[src/rtl/mips_cpu_pkg.sv]
// Shared CPU constants: decoder ALU-op codes and small helpers.
// Imported by the decoder and the HI/LO multiply/divide unit.
package mips_cpu_pkg;

  localparam logic [4:0] OP_MULT  = 5'd2;
  localparam logic [4:0] OP_DIV   = 5'd3;
  localparam logic [4:0] OP_MULTU = 5'd22;
  localparam logic [4:0] OP_DIVU  = 5'd23;
  localparam logic [4:0] OP_MTHI  = 5'd24;
  localparam logic [4:0] OP_MTLO  = 5'd25;

  function automatic logic [31:0] mag32(
    input logic [31:0] v,
    input logic        sgn
  );
    return (sgn && v[31]) ? (~v + 32'd1) : v;
  endfunction

endpackage

[src/rtl/mips_cpu_hilo_muldiv.sv]
// HI/LO unit: iterative 32-cycle multiply / restoring divide,
// plus MTHI/MTLO writes. Core stalls while busy.
module mips_cpu_hilo_muldiv
  import mips_cpu_pkg::*;
#(
  parameter int ITER = 32
) (
  input  logic        clk,
  input  logic        reset,
  input  logic        start,
  input  logic [4:0]  op,
  input  logic [31:0] a,
  input  logic [31:0] b,
  output logic        busy,
  output logic        done,
  output logic [31:0] hi,
  output logic [31:0] lo
);

  typedef enum logic [1:0] {
    IDLE,
    RUN,
    FIX
  } state_t;

  localparam logic [4:0] LAST = 5'(ITER - 1);

  state_t      state;
  logic [4:0]  cnt;
  logic [63:0] acc;
  logic [31:0] opnd;
  logic        is_div;
  logic        neg_q;
  logic        neg_r;
  logic        divz;

  logic        sgn_op;
  logic        div_op;
  logic [31:0] ma;
  logic [31:0] mb;

  logic [32:0] sum;
  logic [63:0] mul_nxt;
  logic [32:0] shl;
  logic [31:0] dif;
  logic        ge;
  logic [63:0] div_nxt;
  logic [63:0] prod;
  logic [31:0] quo;
  logic [31:0] rem;

  assign busy = (state != IDLE);

  // Operand magnitudes and request classification at start.
  always_comb begin
    sgn_op = (op == OP_MULT) || (op == OP_DIV);
    div_op = (op == OP_DIV) || (op == OP_DIVU);
    ma     = mag32(a, sgn_op);
    mb     = mag32(b, sgn_op);
  end

  // One shift-add or restoring subtract-shift step, plus final fixup.
  always_comb begin
    sum     = {1'b0, acc[63:32]} + {1'b0, opnd};
    mul_nxt = acc[0] ? {sum, acc[31:1]}
                     : {1'b0, acc[63:32], acc[31:1]};
    shl     = {acc[63:32], acc[31]};
    ge      = (shl >= {1'b0, opnd});
    dif     = shl[31:0] - opnd;
    div_nxt = ge ? {dif, acc[30:0], 1'b1}
                 : {shl[31:0], acc[30:0], 1'b0};
    prod    = neg_q ? (~acc + 64'd1) : acc;
    quo     = neg_q ? (~acc[31:0] + 32'd1) : acc[31:0];
    rem     = neg_r ? (~acc[63:32] + 32'd1) : acc[63:32];
  end

  // Control FSM, iteration datapath and HI/LO registers.
  always_ff @(posedge clk) begin
    if (reset) begin
      state  <= IDLE;
      cnt    <= 5'd0;
      acc    <= 64'd0;
      opnd   <= 32'd0;
      is_div <= 1'b0;
      neg_q  <= 1'b0;
      neg_r  <= 1'b0;
      divz   <= 1'b0;
      hi     <= 32'd0;
      lo     <= 32'd0;
      done   <= 1'b0;
    end else begin
      done <= 1'b0;
      case (state)
        IDLE: begin
          if (start) begin
            case (op)
              OP_MTHI: hi <= a;
              OP_MTLO: lo <= a;
              OP_MULT, OP_MULTU,
              OP_DIV, OP_DIVU: begin
                state  <= RUN;
                cnt    <= 5'd0;
                is_div <= div_op;
                neg_q  <= sgn_op & (a[31] ^ b[31]);
                neg_r  <= sgn_op & div_op & a[31];
                divz   <= div_op & (b == 32'd0);
                acc    <= div_op ? {32'd0, ma} : {32'd0, mb};
                opnd   <= div_op ? mb : ma;
              end
              default: ;
            endcase
          end
        end
        RUN: begin
          acc <= is_div ? div_nxt : mul_nxt;
          cnt <= cnt + 5'd1;
          if (cnt == LAST) begin
            state <= FIX;
          end
        end
        FIX: begin
          if (is_div) begin
            hi <= rem;
            lo <= divz ? 32'hFFFF_FFFF : quo;
          end else begin
            hi <= prod[63:32];
            lo <= prod[31:0];
          end
          done  <= 1'b1;
          state <= IDLE;
        end
        default: state <= IDLE;
      endcase
    end
  end

endmodule

[config.mk]
export PLATFORM = sky130hd
export DESIGN_NAME = mips_cpu_hilo_muldiv
export DESIGN_NICKNAME = d
export VERILOG_FILES = /design/src/rtl/mips_cpu_pkg.sv /design/src/rtl/mips_cpu_hilo_muldiv.sv
export SDC_FILE = /design/constraint.sdc
export NUM_CORES = 1
export LEC_CHECK = 0
export CAP_MARGIN = 20
export CORE_UTILIZATION = 54
export DETAILED_ROUTE_END_ITERATION = 6
export GPL_ROUTABILITY_DRIVEN = 1
export PLACE_DENSITY = 0.79
export SLEW_MARGIN = 15
export SYNTH_ARGS = -nofsm -noshare
export SYNTH_HDL_FRONTEND = slang
export SYNTH_SLANG_ARGS = --single-unit
[constraint.sdc]
create_clock -name clk -period 3.3 [get_ports clk]
set_input_delay 0.66 -clock clk [delete_from_list [all_inputs] [get_ports clk]]
set_output_delay 0.66 -clock clk [all_outputs]
set_load 0.005 [all_outputs]
# [Word-level counts from Yosys, hierarchy flattened]
# Index checks and enable logic that the tools add are counted.
[totals] reg_bits=172 output_inout_bits=66
[op_classes] add_sub_neg=8 n_reduce_logical=15 bitwise=10 eq_ne=14 muxes=30 order_cmp=1
[ops] operator="$mux 32" count=13
[ops] operator="$mux 64" count=6
[ops] operator="$add 32x1->32 const B" count=4
[ops] operator="$not 32->32" count=4
[ops] operator="$pmux 32 s2" count=2
[ops] operator="$pmux 64 s2" count=1
[ops] operator="$add 64x1->64 const B" count=1
[ops] operator="$not 64->64" count=1
[ops] operator="$add 32x32->33" count=1
[ops] operator="$ge 33x32->1" count=1
[ops] operator="$logic_not 32->1" count=1
[ops] operator="$sub 32x32->32" count=1
[ops] operator="$eq 5x5->1 const B" count=5
[ops] operator="$reduce_and 3->1" count=5
[ops] operator="$eq 5x2->1 const B" count=2
[ops] operator="$mux 5" count=2
[ops] operator="$pmux 5 s2" count=1
[ops] operator="$mux 2" count=3
[ops] operator="$ne 2x1->1 const B" count=3
[ops] operator="$reduce_bool 2->1" count=3
[ops] operator="$add 5x1->5 const B" count=1
[ops] operator="$and 1x1->1" count=4
[ops] operator="$ne 2x2->1 const B" count=2
[ops] operator="$pmux 2 s2" count=1
[ops] operator="8 further kinds" count=10

# [Longest topological paths before layout]
# Gate-level depths: netlist of the first run.
[depth] depth_word=8 mapped_depth=15 ltp_nobuf=14

# [Worst setup path after synthesis of the first run]
# Ideal clock, no wire load.
[synth_path] kind="register to register" startpoint="reg acc[41]" endpoint="reg acc[54]" path_stages_with_launch=13 setup_ns=0.133 path_slack_ns=-0.121 t_arrival_ns=3.288 path_cell_list="dfxtp_1 > ha_1 > a21oi_1 > o21a_1 > nor3b_1 > a21oi_1 > a41oi_1 > a31oi_1 > a211oi_1 > clkbuf_1 > mux2_2 > a222oi_1 > o21ai_0"
[synth_between] elab_chain_len=4 word_cells_on_any_way=7
[synth_rtl] item="from (decl)" line_no="mips_cpu_hilo_muldiv.sv:30" text="logic [63:0] acc;"
[synth_rtl] item="from (signal assigned)" line_no="mips_cpu_hilo_muldiv.sv:107" text="acc <= div_op ? {32'd0, ma} : {32'd0, mb};"
[synth_rtl] item="from (signal assigned)" line_no="mips_cpu_hilo_muldiv.sv:115" text="acc <= is_div ? div_nxt : mul_nxt;"
[synth_rtl] item="$add 32x32->33 (tied with other cells)" line_no="mips_cpu_hilo_muldiv.sv:64" text="sum = {1'b0, acc[63:32]} + {1'b0, opnd};"
[synth_rtl] item="$mux 64, on equally long branches" line_no="mips_cpu_hilo_muldiv.sv:65, mips_cpu_hilo_muldiv.sv:70"
[synth_rtl] item="$mux 64 *" line_no="mips_cpu_hilo_muldiv.sv:115"
[synth_rtl] item="$pmux 64 s2 *" line_no="mips_cpu_hilo_muldiv.sv:93" text="case (state)"
# Every way passes the cells marked *; elsewhere a longest branch is shown, timed or not.
# A chain may end at the register's enable or synchronous reset.

# [Final worst setup path of the first run]
[layout_path] startpoint="reg acc[20]" endpoint="reg hi[18]"
[layout_between] elab_chain_len=5
[layout_rtl] item="$not 64->64" line_no="mips_cpu_hilo_muldiv.sv:72" text="prod = neg_q ? (~acc + 64'd1) : acc;"
[layout_rtl] item="$add 64x1->64" line_no="mips_cpu_hilo_muldiv.sv:72"
[layout_rtl] item="$mux 64" line_no="mips_cpu_hilo_muldiv.sv:72"
[layout_rtl] item="$mux 32" line_no="mips_cpu_hilo_muldiv.sv:122" text="if (is_div) begin"
[layout_rtl] item="$pmux 32 s2" line_no="mips_cpu_hilo_muldiv.sv:93"
[layout_rtl] item="to (signal assigned)" line_no="mips_cpu_hilo_muldiv.sv:123" text="hi <= rem;"
[layout_rtl] item="to (signal assigned)" line_no="mips_cpu_hilo_muldiv.sv:126" text="hi <= prod[63:32];"
[layout_rtl] item="to (decl)" line_no="mips_cpu_hilo_muldiv.sv:16" text="output logic [31:0] hi,"
# Every way passes these cells.

==> results of run 1 <==
layout by cell type (no fill, tap or decap), types with 65 or more instances in the layout:
cell and count:
sky130_fd_sc_hd__inv_1 65, sky130_fd_sc_hd__dfxtp_1 167, sky130_fd_sc_hd__clkdlybuf4s50_1 135, sky130_fd_sc_hd__o21ai_0 94, sky130_fd_sc_hd__nor2_1 155, sky130_fd_sc_hd__xnor2_1 112, sky130_fd_sc_hd__ha_1 70, sky130_fd_sc_hd__mux2i_1 76
sky130_fd_sc_hd__buf_4 216, sky130_fd_sc_hd__nand2_1 189, sky130_fd_sc_hd__a211oi_1 92, sky130_fd_sc_hd__a21oi_1 211
logic make-up after synthesis:
logic type / after synthesis / synth area share, %
AOI/OAI and AO/OA: 661 / 30.2
and+or+nand+nor: 557 / 18.1
buffers and inverters: 207 / 5.51
DFF: 172 / 23.9
xor gates and xnor gates: 167 / 10.2
muxes: 82 / 5.76
adders and majority gates: 72 / 6.37
path summary, 6_finish.rpt:
path	end	slack [ps]	depth (start not counted)
hold / removal	lo[5]	450	2
hold reg to reg	lo[5]	450	2
setup reg to reg	hi[18]	-100	12
setup / recovery	hi[18]	-100	12
stage by stage:
step           std cells  setup WS [ps]  total power, µW
4_1_cts             2498          -15.3             5820
2_1_floorplan       1918           11.4             3150
3_3_place_gp        2466           -129             3820
3_5_place_dp        2466           -175             3830
5_1_grt             2506           -146             6130
6_report            2506           -101             5930
power breakdown:
part           internal [µW]  leakage, µW  switching [µW]  total, µW
logic                    793      0.00544             960       1750
registers               2110      0.00139            50.7       2170
clock network           1060     0.000274             957       2010
worst max-delay path, stage by stage (launching register included):
cell                       delay [ps]
sky130_fd_sc_hd__dfxtp_2          320
sky130_fd_sc_hd__or4_4            530
sky130_fd_sc_hd__or4_4            430
sky130_fd_sc_hd__or2_4            260
sky130_fd_sc_hd__or4_4            560
sky130_fd_sc_hd__buf_6            150
sky130_fd_sc_hd__o31ai_4          300
sky130_fd_sc_hd__buf_4            180
sky130_fd_sc_hd__nand2_2           50
sky130_fd_sc_hd__o21ai_2          150
sky130_fd_sc_hd__xnor2_1          130
sky130_fd_sc_hd__nor2_1            60
sky130_fd_sc_hd__a211oi_1         190
registers in the layout, indices dropped and copies added, names as in the netlist:
| register | count |
|---|---|
| neg_r | 1 |
| is_div | 1 |
| hi | 32 |
| lo | 32 |
| state | 2 |
| neg_q | 1 |
| opnd | 32 |
| acc | 64 |
| divz | 1 |
| cnt | 5 |
| done | 1 |
final cells by class:
| cell class | count | area, µm² | area share, % |
|---|---|---|---|
| Inverter | 66 | 248 | 1.36 |
| Sequential cell | 172 | 3450 | 19.0 |
| Multi-Input combinational cell | 1539 | 10400 | 57.0 |
| Tap cell | 335 | 419 | 2.30 |
| Clock buffer | 18 | 429 | 2.36 |
| Clock inverter | 14 | 134 | 0.735 |
| Timing Repair Buffer | 362 | 3140 | 17.3 |
metal layers:
metal,GRT usage (%),vias to the layer above,routed length [µm]
li1,-,7526,-
met1,52.6,7521,21800
met2,59.2,1003,23400
met3,6.22,146,5780
met4,14.5,0,1810
met5,0,-,0
what timing repair did:
action / 4_1_cts / 5_1_grt
endpoints found under the setup margin: 23 / 50
gates cloned: 0 / 0
pin swaps: 1 / 33
resized for setup: 3 / 47
setup buffers: 0 / 8
==> metrics.json, run 1 <==
{
  "timing": {
    "worst_slack_ps": -101,
    "finalSetupTns_ps": -284,
    "worstMarginPinSlew_ps": 878,
    "setup_repair_after_global_routing_missed_its_margin": "yes",
    "finalWorstPathRequiredPeriod_ps": 3400,
    "setup_viol": 7,
    "timing_max_transition_violations_final": 0,
    "fmax_mhz": 294,
    "timing.max_slew.rel_slack_pct": 41.4,
    "post-route-period-util_pct": 103,
    "final.setup_skew_ps": 11.6,
    "timing.final.hold_violations": 0,
    "hold_ws_ps": 454
  },
  "setup_path": {
    "reg2reg_from": "acc[20]",
    "worst_setup_path_end_kind": "flop",
    "worst-path-max-fanout": 4,
    "worst_setup_path_category": "flop to flop",
    "worstPathRequired_ps": 3650,
    "timing.critical_path.arrival_ps": 3750,
    "crit_path_start": "acc[20]",
    "start_kind": "flop"
  },
  "global_routing": {
    "via_count_of_the_first_global_routing_pass": 14800,
    "global_route_wire_length_before_repair_um": 80900,
    "number_of_antenna_violations_at_the_first_check_in_global_routing": 0,
    "grt_max_degree": 86,
    "grt_overflow_total": 0,
    "track_usage_pct": 38.1
  },
  "hold_path": {
    "timing.hold.worst.class": "flop to flop",
    "min_from": "lo[5]"
  },
  "drt": {
    "ant_nets": 0,
    "drt_wl_total_um": 52800,
    "detail_route.wl_per_cell_um": 21.1,
    "drt_first_pass_iters": 6,
    "dr_total_vias": 16200,
    "drt_iter0_drc": 2035,
    "drc": 0,
    "via_per_inst": 6.46
  },
  "outcome": {
    "violated_checks": "setup timing",
    "run_status": "complete, but fails checks"
  },
  "clock_tree": {
    "cts_hold_repair.buffers": 0,
    "cts_made_buffers": 17,
    "clk_buf_depth": 2,
    "clk_root_buffer_cell": "sky130_fd_sc_hd__clkbuf_16",
    "tritoncts_clock_tree": "built",
    "tritoncts_num_sinks": 172,
    "cts.reportedPaths.clkPinSlew_ps": 70,
    "ctsHtreeMaxLevel": 4,
    "clock_latency_ps": 440
  },
  "floorplanning": {
    "die_area_um2": 27300,
    "placementRows": 59,
    "dieHeight_um": 165,
    "starting_density_of_the_core_pct": 55.2,
    "io_pins": 138,
    "width_of_the_chip_um": 165,
    "floorplan.core_area_um2": 26100
  },
  "final_layout": {
    "core_util_final_pct": 69.9,
    "finalNetCount": 2302,
    "n_antenna_cell": 0,
    "syn_to_final_growth_pct": 26.6,
    "fillers": 2125,
    "postLayoutCellArea_um2": 18200,
    "final_layout_size_suffix_gt1_share_pct": 15.2
  },
  "synth": {
    "post-synth-top-count-cell": "sky130_fd_sc_hd__a21oi_1",
    "postSynthAreaPerCell_um2": 7.50,
    "synth_cell_type_count": 77,
    "synth_top_cells_by_count": "sky130_fd_sc_hd__a21oi_1, sky130_fd_sc_hd__nand2_1, sky130_fd_sc_hd__dfxtp_1",
    "synth_enable_flop_cells": 0,
    "ys_warn_count": 0,
    "synth.largest_area_cell": "sky130_fd_sc_hd__dfxtp_1",
    "postSynthRegisterBits": 172,
    "top_cells_by_area_in_the_synthesized_netlist": "sky130_fd_sc_hd__dfxtp_1, sky130_fd_sc_hd__a21oi_1, sky130_fd_sc_hd__xnor2_1",
    "synthArstFlopShare_pct": 0,
    "synth.yosys.seq_area_share_pct": 23.9,
    "syn_inst": 1918,
    "yosys.area.top_type_share_pct": 23.9,
    "synthesis.nets": 2062,
    "synth_top_flop_cell": "sky130_fd_sc_hd__dfxtp_1",
    "synth_area_um2": 14400
  },
  "placed_design": {
    "placed_area_um2": 17400,
    "detailedPlacementHpwl_um": 39500,
    "gp_congestion": 0.988,
    "io_buffer_count": 137
  },
  "power": {
    "power.leakage_uw": 0.00711,
    "power_density_nw_per_um2": 326,
    "peakVddDrop_uv": 386
  },
  "flow_run": {
    "cap_viol_max_count": 0
  }
}
No activity file was read; power rests on OpenSTA's default activity.
==> inputs of run 2 (changes only) <==
- CORE_MARGIN: default -> 4
- SLEW_MARGIN: 15 -> default
- TNS_END_PERCENT: default -> 30
==> run 2 against run 1 <==
The run ends with DRC, setup timing left. Fmax grew 1.7%. Clock-buffer cell count is the same. Sequential cell count is the same. Design area grew 0.67%. Critical path type unchanged. Largest cell class unchanged.
==> metrics.json, run 2 (synthesis gave the netlist of run 1 again) <==
{
  "timing": {
    "final.setup_skew": {"value": 15.4, "unit": "ps", "change": "+3.88 ps"},
    "fmax": {"value": 299, "unit": "MHz", "change": "+1.7%"},
    "post-route-period-util": {"value": 101, "unit": "%", "change": "-1.7 points"},
    "timing_max_transition_violations_final": {"value": 0, "change": "unchanged"},
    "timing.final.hold_violations": {"value": 0, "change": "unchanged"},
    "worst_slack": {"value": -44.2, "unit": "ps", "change": "+56.6 ps"},
    "setup_repair_after_global_routing_missed_its_margin": "yes",
    "timing.max_slew.rel_slack": {"value": 34.3, "unit": "%", "change": "-7.0 points"},
    "finalWorstPathRequiredPeriod": {"value": 3340, "unit": "ps", "change": "-56.6 ps"},
    "worstMarginPinSlew": {"value": 985, "unit": "ps", "change": "+107 ps"},
    "setup_viol": {"value": 1, "change": "-6"}
  },
  "floorplanning": {
    "floorplan.core_area": {"value": 26100, "unit": "µm²", "change": "+0.28%"},
    "starting_density_of_the_core": {"value": 55.0, "unit": "%", "change": "-0.16 points"},
    "io_pins": {"value": 138, "change": "unchanged"},
    "width_of_the_chip": {"value": 171, "unit": "µm", "change": "+3.6%"},
    "dieHeight": {"value": 171, "unit": "µm", "change": "+3.6%"},
    "die_area": {"value": 29300, "unit": "µm²", "change": "+7.4%"},
    "placementRows": {"value": 59, "change": "unchanged"}
  },
  "clock_tree": {
    "cts_made_buffers": {"value": 17, "change": "unchanged"},
    "tritoncts_clock_tree": "built",
    "ctsHtreeMaxLevel": {"value": 4, "change": "unchanged"},
    "cts_hold_repair.buffers": {"value": 0, "change": "unchanged"},
    "cts.reportedPaths.clkPinSlew": {"value": 80, "unit": "ps", "change": "about the same"},
    "clk_buf_depth": {"value": 2, "change": "unchanged"},
    "tritoncts_num_sinks": {"value": 172, "change": "unchanged"},
    "clock_latency": {"value": 450, "unit": "ps", "change": "about the same"},
    "clk_root_buffer_cell": "sky130_fd_sc_hd__clkbuf_16"
  },
  "setup_path": {
    "crit_path_end": "hi[12]",
    "worstPathRequired": {"value": 3640, "unit": "ps", "change": "about the same"},
    "timing.critical_path.arrival": {"value": 3680, "unit": "ps", "change": "-70 ps"},
    "worst_setup_path_category": "flop to flop",
    "path_cells": "or4_4, or4_4, or2_1, or4_4, o31ai_4, nand2_1, o21ai_2, xnor2_1, nor2_1, a211oi_1",
    "critPathTopFamily": "simple AND/OR/NAND/NOR gates",
    "reg2reg_from": "acc[20]",
    "reg_to_reg_setup_timing_slack": {"value": -40, "unit": "ps", "change": "+60 ps"},
    "crit_path_start": "acc[20]",
    "cpMostUsedCell": "sky130_fd_sc_hd__or4_4",
    "worst_setup_path_end_kind": "flop",
    "cp_slowest_stage_delay": {"value": 540, "unit": "ps", "change": "-20 ps"},
    "path_buf_inv": {"value": 0, "change": "-2"},
    "start_kind": "flop",
    "reg2reg_depth": {"value": 10, "change": "-2"},
    "crit_path_top_delay_cell": "sky130_fd_sc_hd__or4_4",
    "worst-path-max-fanout": {"value": 4, "change": "unchanged"},
    "worst_r2r_endpoint": "hi[12]",
    "cp_depth": {"value": 10, "change": "-2"}
  },
  "placed_design": {
    "detailedPlacementHpwl": {"value": 40500, "unit": "µm", "change": "+2.5%"},
    "io_buffer_count": {"value": 137, "change": "unchanged"},
    "dp_slack": {"value": -158, "unit": "ps", "change": "+16.9 ps"},
    "gp_congestion": {"value": 1.00, "change": "+1.2%"},
    "dp.cells": {"value": 2469, "change": "+0.12%"},
    "placed_area": {"value": 17400, "unit": "µm²", "change": "about the same"}
  },
  "outcome": {
    "run_status": "complete, but fails checks",
    "violated_checks": "DRC, setup timing"
  },
  "final_layout": {
    "finalNetCount": {"value": 2311, "change": "+0.39%"},
    "postLayoutCellArea": {"value": 18300, "unit": "µm²", "change": "+0.67%"},
    "largest_register_ffs": {"value": 64, "change": "unchanged"},
    "count_of_non_filler_cells_in_the_finished_layout": {"value": 2515, "change": "+0.36%"},
    "n_antenna_cell": {"value": 0, "change": "unchanged"},
    "layout_commonest_cell": "sky130_fd_sc_hd__buf_4",
    "layout.cells.most_common_list": "sky130_fd_sc_hd__buf_4, sky130_fd_sc_hd__a21oi_1, sky130_fd_sc_hd__nand2_1",
    "final_layout_size_suffix_gt1_share": {"value": 15.5, "unit": "%", "change": "+0.26 points"},
    "syn_to_final_growth_pct": 27.5,
    "top_register": "acc"
  },
  "drt": {
    "dr_total_vias": {"value": 16300, "change": "+0.54%"},
    "drt_iter0_drc": {"value": 1805, "change": "-11%"},
    "drt_wl_total": {"value": 54500, "unit": "µm", "change": "+3.2%"},
    "via_per_inst": {"value": 6.47, "change": "+0.18%"},
    "drt_first_pass_iters": {"value": 7, "change": "+1"},
    "detail_route.wl_per_cell": {"value": 21.7, "unit": "µm", "change": "+2.8%"},
    "drc": {"value": 1, "change": "+1"},
    "ant_nets": {"value": 0, "change": "unchanged"}
  },
  "hold_path": {
    "timing.hold.worst.class": "flop to flop"
  },
  "power": {
    "power_density": {"value": 341, "unit": "nW/µm²", "change": "+4.8%"},
    "power.leakage": {"value": 0.00716, "unit": "µW", "change": "+0.70%"},
    "peakVddDrop": {"value": 350, "unit": "µV", "change": "-9.4%"}
  },
  "global_routing": {
    "track_usage": {"value": 35.8, "unit": "%", "change": "-2.3 points"},
    "via_count_of_the_first_global_routing_pass": {"value": 15600, "change": "+4.9%"},
    "global_route_wire_length_before_repair": {"value": 84100, "unit": "µm", "change": "+3.9%"},
    "grt_overflow_total": {"value": 0, "change": "unchanged"},
    "number_of_antenna_violations_at_the_first_check_in_global_routing": {"value": 0, "change": "unchanged"},
    "grt_max_degree": {"value": 86, "change": "unchanged"}
  },
  "flow_run": {
    "cap_viol_max_count": {"value": 0, "change": "unchanged"}
  }
}
[run 2: final cells by class]
| class | count | area [µm²] |
|---|---|---|
| fillers | 2181 | 7800 |
| inverters | 66 | 248 |
| clock inverters | 14 | 174 |
| well taps | 335 | 419 |
| flip-flops and latches | 172 | 3450 |
| repair buffers | 371 | 3220 |
| multi-input cells | 1539 | 10400 |
| clock buffers | 18 | 439 |
[run 2: worst reg2reg max path, stage by stage (launching register included)]
cell and delay, ps:
sky130_fd_sc_hd__dfxtp_1 320, sky130_fd_sc_hd__or4_4 540, sky130_fd_sc_hd__or4_4 430, sky130_fd_sc_hd__or2_1 230, sky130_fd_sc_hd__or4_4 530, sky130_fd_sc_hd__o31ai_4 350, sky130_fd_sc_hd__nand2_1 170, sky130_fd_sc_hd__o21ai_2 190
sky130_fd_sc_hd__xnor2_1 170, sky130_fd_sc_hd__nor2_1 80, sky130_fd_sc_hd__a211oi_1 240
[run 2: what timing repair did]
action | 4_1_cts | 5_1_grt
resized for setup | 6 | 40
pin swaps | 1 | 14
buffers inserted | 0 | 12
setup endpoints to repair | 8 | 40
cloned | 0 | 2
[run 2: power breakdown]
group	internal, µW	leakage, µW	switching [µW]	total [µW]
combinational	887	0.00547	1040	1920
clock	1170	0.000300	996	2170
sequential	2110	0.00139	49.5	2160
[run 2: how the worst min path moves through the flow]
stage,slack (ps),endpoint,from,cells after the start
detailed placement,450,lo[30],lo[30],2
CTS,460,lo[3],lo[3],2
global placement,440,lo[31],lo[31],2
global route,470,lo[1],lo[1],2
finish,460,lo[29],lo[29],2
floorplan,450,lo[0],lo[0],2
[run 2: stage by stage]
step | hold slack, ps | total power (µW) | utilization [%] | TNS (ps)
after global routing | 471 | 6450 | 70.2 | -612
after CTS | 457 | 5960 | 68.9 | -26.6
final | 455 | 6260 | 70.2 | -44.2
after detailed placement | 446 | 3800 | 66.5 | -1430
after global placement | 439 | 3790 | 66.5 | -372
after floorplan | 448 | 3150 | - | 0
[run 2: layer usage]
metal | track usage [%] | vias to the layer above | share of wire [%]
met2 | 57.2 | 992 | 45
met1 | 48.5 | 7599 | 40
met3 | 6.87 | 156 | 11
li1 | - | 7537 | -
met5 | 0 | - | 0
met4 | 12.7 | 0 | 3.7
==> inputs of run 3 (changes only) <==
- CORE_UTILIZATION: 54 -> 50
- PLACE_DENSITY: 0.79 -> default
- PLACE_DENSITY_LB_ADDON: default -> 0.15
==> run 3 against run 2 <==
The run ends with setup timing left. Highest routed layer unchanged. First-iteration DRC count up 1.1%. Final cell count up 2.1%. Critical path depth up 1. Register-to-register slack about the same. Sequential cell count unchanged. Core utilization down 4.4 points. Clock power down 7%.
==> metrics.json, run 3 (synthesis gave the netlist of run 1 again) <==
{
  "hold_path": {
    "min_from": "lo[0]",
    "timing.hold.worst.class": "flop to flop"
  },
  "drt": {
    "drt_first_pass_iters": {"value": 6, "change": "-1"},
    "wl_met1": {"value": 23800, "unit": "µm", "change": "+7.9%"},
    "drt_wl_total": {"value": 54500, "unit": "µm", "change": "about the same"},
    "met2_wirelength": {"value": 24000, "unit": "µm", "change": "-2.5%"},
    "dr_wl_met3": {"value": 5140, "unit": "µm", "change": "-11%"},
    "topRoutingLayerUsed": "met4",
    "ant_nets": {"value": 0, "change": "unchanged"},
    "drc": {"value": 0, "change": "-1"},
    "detail_route.wl_per_cell": {"value": 21.2, "unit": "µm", "change": "-2.1%"},
    "drt_iter0_drc": {"value": 1824, "change": "+1.1%"},
    "via_per_inst": {"value": 6.27, "change": "-3.1%"},
    "dr_total_vias": {"value": 16100, "change": "-1.1%"}
  },
  "final_layout": {
    "syn_to_final_growth_pct": 28.4,
    "largest_register_ffs": {"value": 64, "change": "unchanged"},
    "layout_commonest_cell": "sky130_fd_sc_hd__buf_4",
    "n_antenna_cell": {"value": 0, "change": "unchanged"},
    "final_layout_size_suffix_gt1_share": {"value": 16.3, "unit": "%", "change": "+0.79 points"},
    "layout.cells.most_common_list": "sky130_fd_sc_hd__buf_4, sky130_fd_sc_hd__a21oi_1, sky130_fd_sc_hd__nand2_1",
    "top_register": "acc",
    "core_util_final": {"value": 65.8, "unit": "%", "change": "-4.4 points"},
    "fillers": {"value": 2494, "change": "+14%"},
    "finalNetCount": {"value": 2322, "change": "+0.48%"}
  },
  "floorplanning": {
    "die_area": {"value": 31500, "unit": "µm²", "change": "+7.6%"},
    "placementRows": {"value": 61, "change": "+3.4%"},
    "starting_density_of_the_core": {"value": 51.2, "unit": "%", "change": "-3.8 points"},
    "floorplan.core_area": {"value": 28100, "unit": "µm²", "change": "+7.5%"},
    "io_pins": {"value": 138, "change": "unchanged"},
    "width_of_the_chip": {"value": 178, "unit": "µm", "change": "+3.7%"},
    "dieHeight": {"value": 178, "unit": "µm", "change": "+3.7%"}
  },
  "global_routing": {
    "via_count_of_the_first_global_routing_pass": {"value": 15200, "change": "-2.5%"},
    "grt_overflow_total": {"value": 0, "change": "unchanged"},
    "global_route_wire_length_before_repair": {"value": 84600, "unit": "µm", "change": "+0.61%"},
    "grt_max_degree": {"value": 86, "change": "unchanged"},
    "track_usage": {"value": 33.5, "unit": "%", "change": "-2.3 points"},
    "number_of_antenna_violations_at_the_first_check_in_global_routing": {"value": 0, "change": "unchanged"}
  },
  "setup_path": {
    "worst-path-max-fanout": {"value": 4, "change": "unchanged"},
    "worst_setup_path_category": "flop to flop",
    "timing.critical_path.arrival": {"value": 3690, "unit": "ps", "change": "about the same"},
    "worst_setup_path_end_kind": "flop",
    "reg2reg_from": "acc[20]",
    "start_kind": "flop",
    "cp_slowest_stage_delay": {"value": 550, "unit": "ps", "change": "about the same"},
    "path_buf_inv": {"value": 1, "change": "+1"},
    "crit_path_top_delay_cell": "sky130_fd_sc_hd__or4_4",
    "critPathTopFamily": "simple AND/OR/NAND/NOR gates",
    "path_cells": "or4_4, or4_4, or2_1, or4_4, buf_4, o31ai_4, nand2_1, o21ai_1, xnor2_1, nor2_1, a211oi_1",
    "worstPathRequired": {"value": 3640, "unit": "ps", "change": "about the same"},
    "cpMostUsedCell": "sky130_fd_sc_hd__or4_4",
    "crit_path_start": "acc[20]"
  },
  "timing": {
    "timing.max_slew.rel_slack": {"value": 29.1, "unit": "%", "change": "-5.2 points"},
    "finalSetupTns": {"value": -89.9, "unit": "ps", "change": "-45.7 ps"},
    "setup_viol": {"value": 5, "change": "+4"},
    "worst_slack": {"value": -49.7, "unit": "ps", "change": "-5.57 ps"},
    "finalWorstPathRequiredPeriod": {"value": 3350, "unit": "ps", "change": "+5.57 ps"},
    "setup_repair_after_global_routing_missed_its_margin": "yes",
    "worstMarginPinSlew": {"value": 1060, "unit": "ps", "change": "+78.6 ps"},
    "timing_max_transition_violations_final": {"value": 0, "change": "unchanged"},
    "timing.final.hold_violations": {"value": 0, "change": "unchanged"},
    "fmax": {"value": 299, "unit": "MHz", "change": "-0.17%"},
    "final.setup_skew": {"value": 21.3, "unit": "ps", "change": "+5.91 ps"},
    "post-route-period-util": {"value": 102, "unit": "%", "change": "+0.17 points"}
  },
  "placed_design": {
    "detailedPlacementHpwl": {"value": 40800, "unit": "µm", "change": "+0.97%"},
    "io_buffer_count": {"value": 137, "change": "unchanged"},
    "gp_congestion": {"value": 0.976, "change": "-2.4%"}
  },
  "power": {
    "power.leakage": {"value": 0.00724, "unit": "µW", "change": "+1.1%"},
    "power.total": {"value": 6120, "unit": "µW", "change": "-2.1%"},
    "power_density": {"value": 331, "unit": "nW/µm²", "change": "-2.8%"},
    "peakVddDrop": {"value": 248, "unit": "µV", "change": "-29%"}
  },
  "clock_tree": {
    "clock_latency": {"value": 440, "unit": "ps", "change": "about the same"},
    "tritoncts_num_sinks": {"value": 172, "change": "unchanged"},
    "cts_hold_repair.buffers": {"value": 0, "change": "unchanged"},
    "tritoncts_clock_tree": "built",
    "cts.reportedPaths.clkPinSlew": {"value": 70, "unit": "ps", "change": "about the same"},
    "clk_root_buffer_cell": "sky130_fd_sc_hd__clkbuf_16",
    "cts_made_buffers": {"value": 17, "change": "unchanged"},
    "ctsHtreeMaxLevel": {"value": 4, "change": "unchanged"},
    "clk_buf_depth": {"value": 2, "change": "unchanged"}
  },
  "flow_run": {
    "cap_viol_max_count": {"value": 0, "change": "unchanged"}
  },
  "outcome": {
    "run_status": "complete, but fails checks",
    "violated_checks": "setup timing"
  }
}
## run 3: worst paths after layout
| kind | endpoint | slack [ps] | cells after the start |
|---|---|---|---|
| worst min-delay path | lo[0] | 450 | 2 |
| worst max register to register | hi[12] | -50 | 11 |
| worst min register to register | lo[0] | 450 | 2 |
| worst max-delay path | hi[12] | -50 | 11 |
## run 3: area by class of cell
class                      count  area, µm²  share of cell area (%)
tap                          378        473                    2.56
clock inverter                14        125                   0.678
sequential                   172       3450                    18.7
clock buffer                  18        439                    2.38
inverter                      66        248                    1.34
multi-input combinational   1539      10400                    56.3
timing repair buffer         382       3330                    18.0
## run 3: repair_timing
item	4_1_cts	5_1_grt
gates cloned	1	1
hold endpoints to repair	0	0
setup endpoints to repair	27	52
pin swaps	3	14
buffers inserted	1	13
gates resized for setup	11	44
## run 3: tightest hold or removal path: stages (launching register included)
cell	delay (ps)
sky130_fd_sc_hd__dfxtp_1	310
sky130_fd_sc_hd__nand2_1	50
sky130_fd_sc_hd__a21oi_1	50
## run 3: metrics by stage
step / instance area [µm²] / hold slack (ps) / setup slack (ps) / std cells
6_report: 18500 / 453 / -49.7 / 2569
5_1_grt: 18500 / 475 / -144 / 2569
4_1_cts: 18200 / 454 / -17.4 / 2555
3_5_place_dp: 17500 / 444 / -358 / 2521
3_3_place_gp: 17500 / 439 / -264 / 2520
2_1_floorplan: 14400 / 448 / 11.4 / 1918
## run 3: layer usage
layer | track usage [%] | vias up
met5 | 0 | -
met4 | 10.2 | 0
met3 | 4.28 | 106
met2 | 52.0 | 897
met1 | 48.6 | 7544
li1 | - | 7566
## run 3: power breakdown
part / internal, µW / switching, µW / total (µW)
registers: 2110 / 50.4 / 2170
clock network: 1020 / 998 / 2020
logic: 929 / 1010 / 1940
total: 4060 / 2060 / 6120
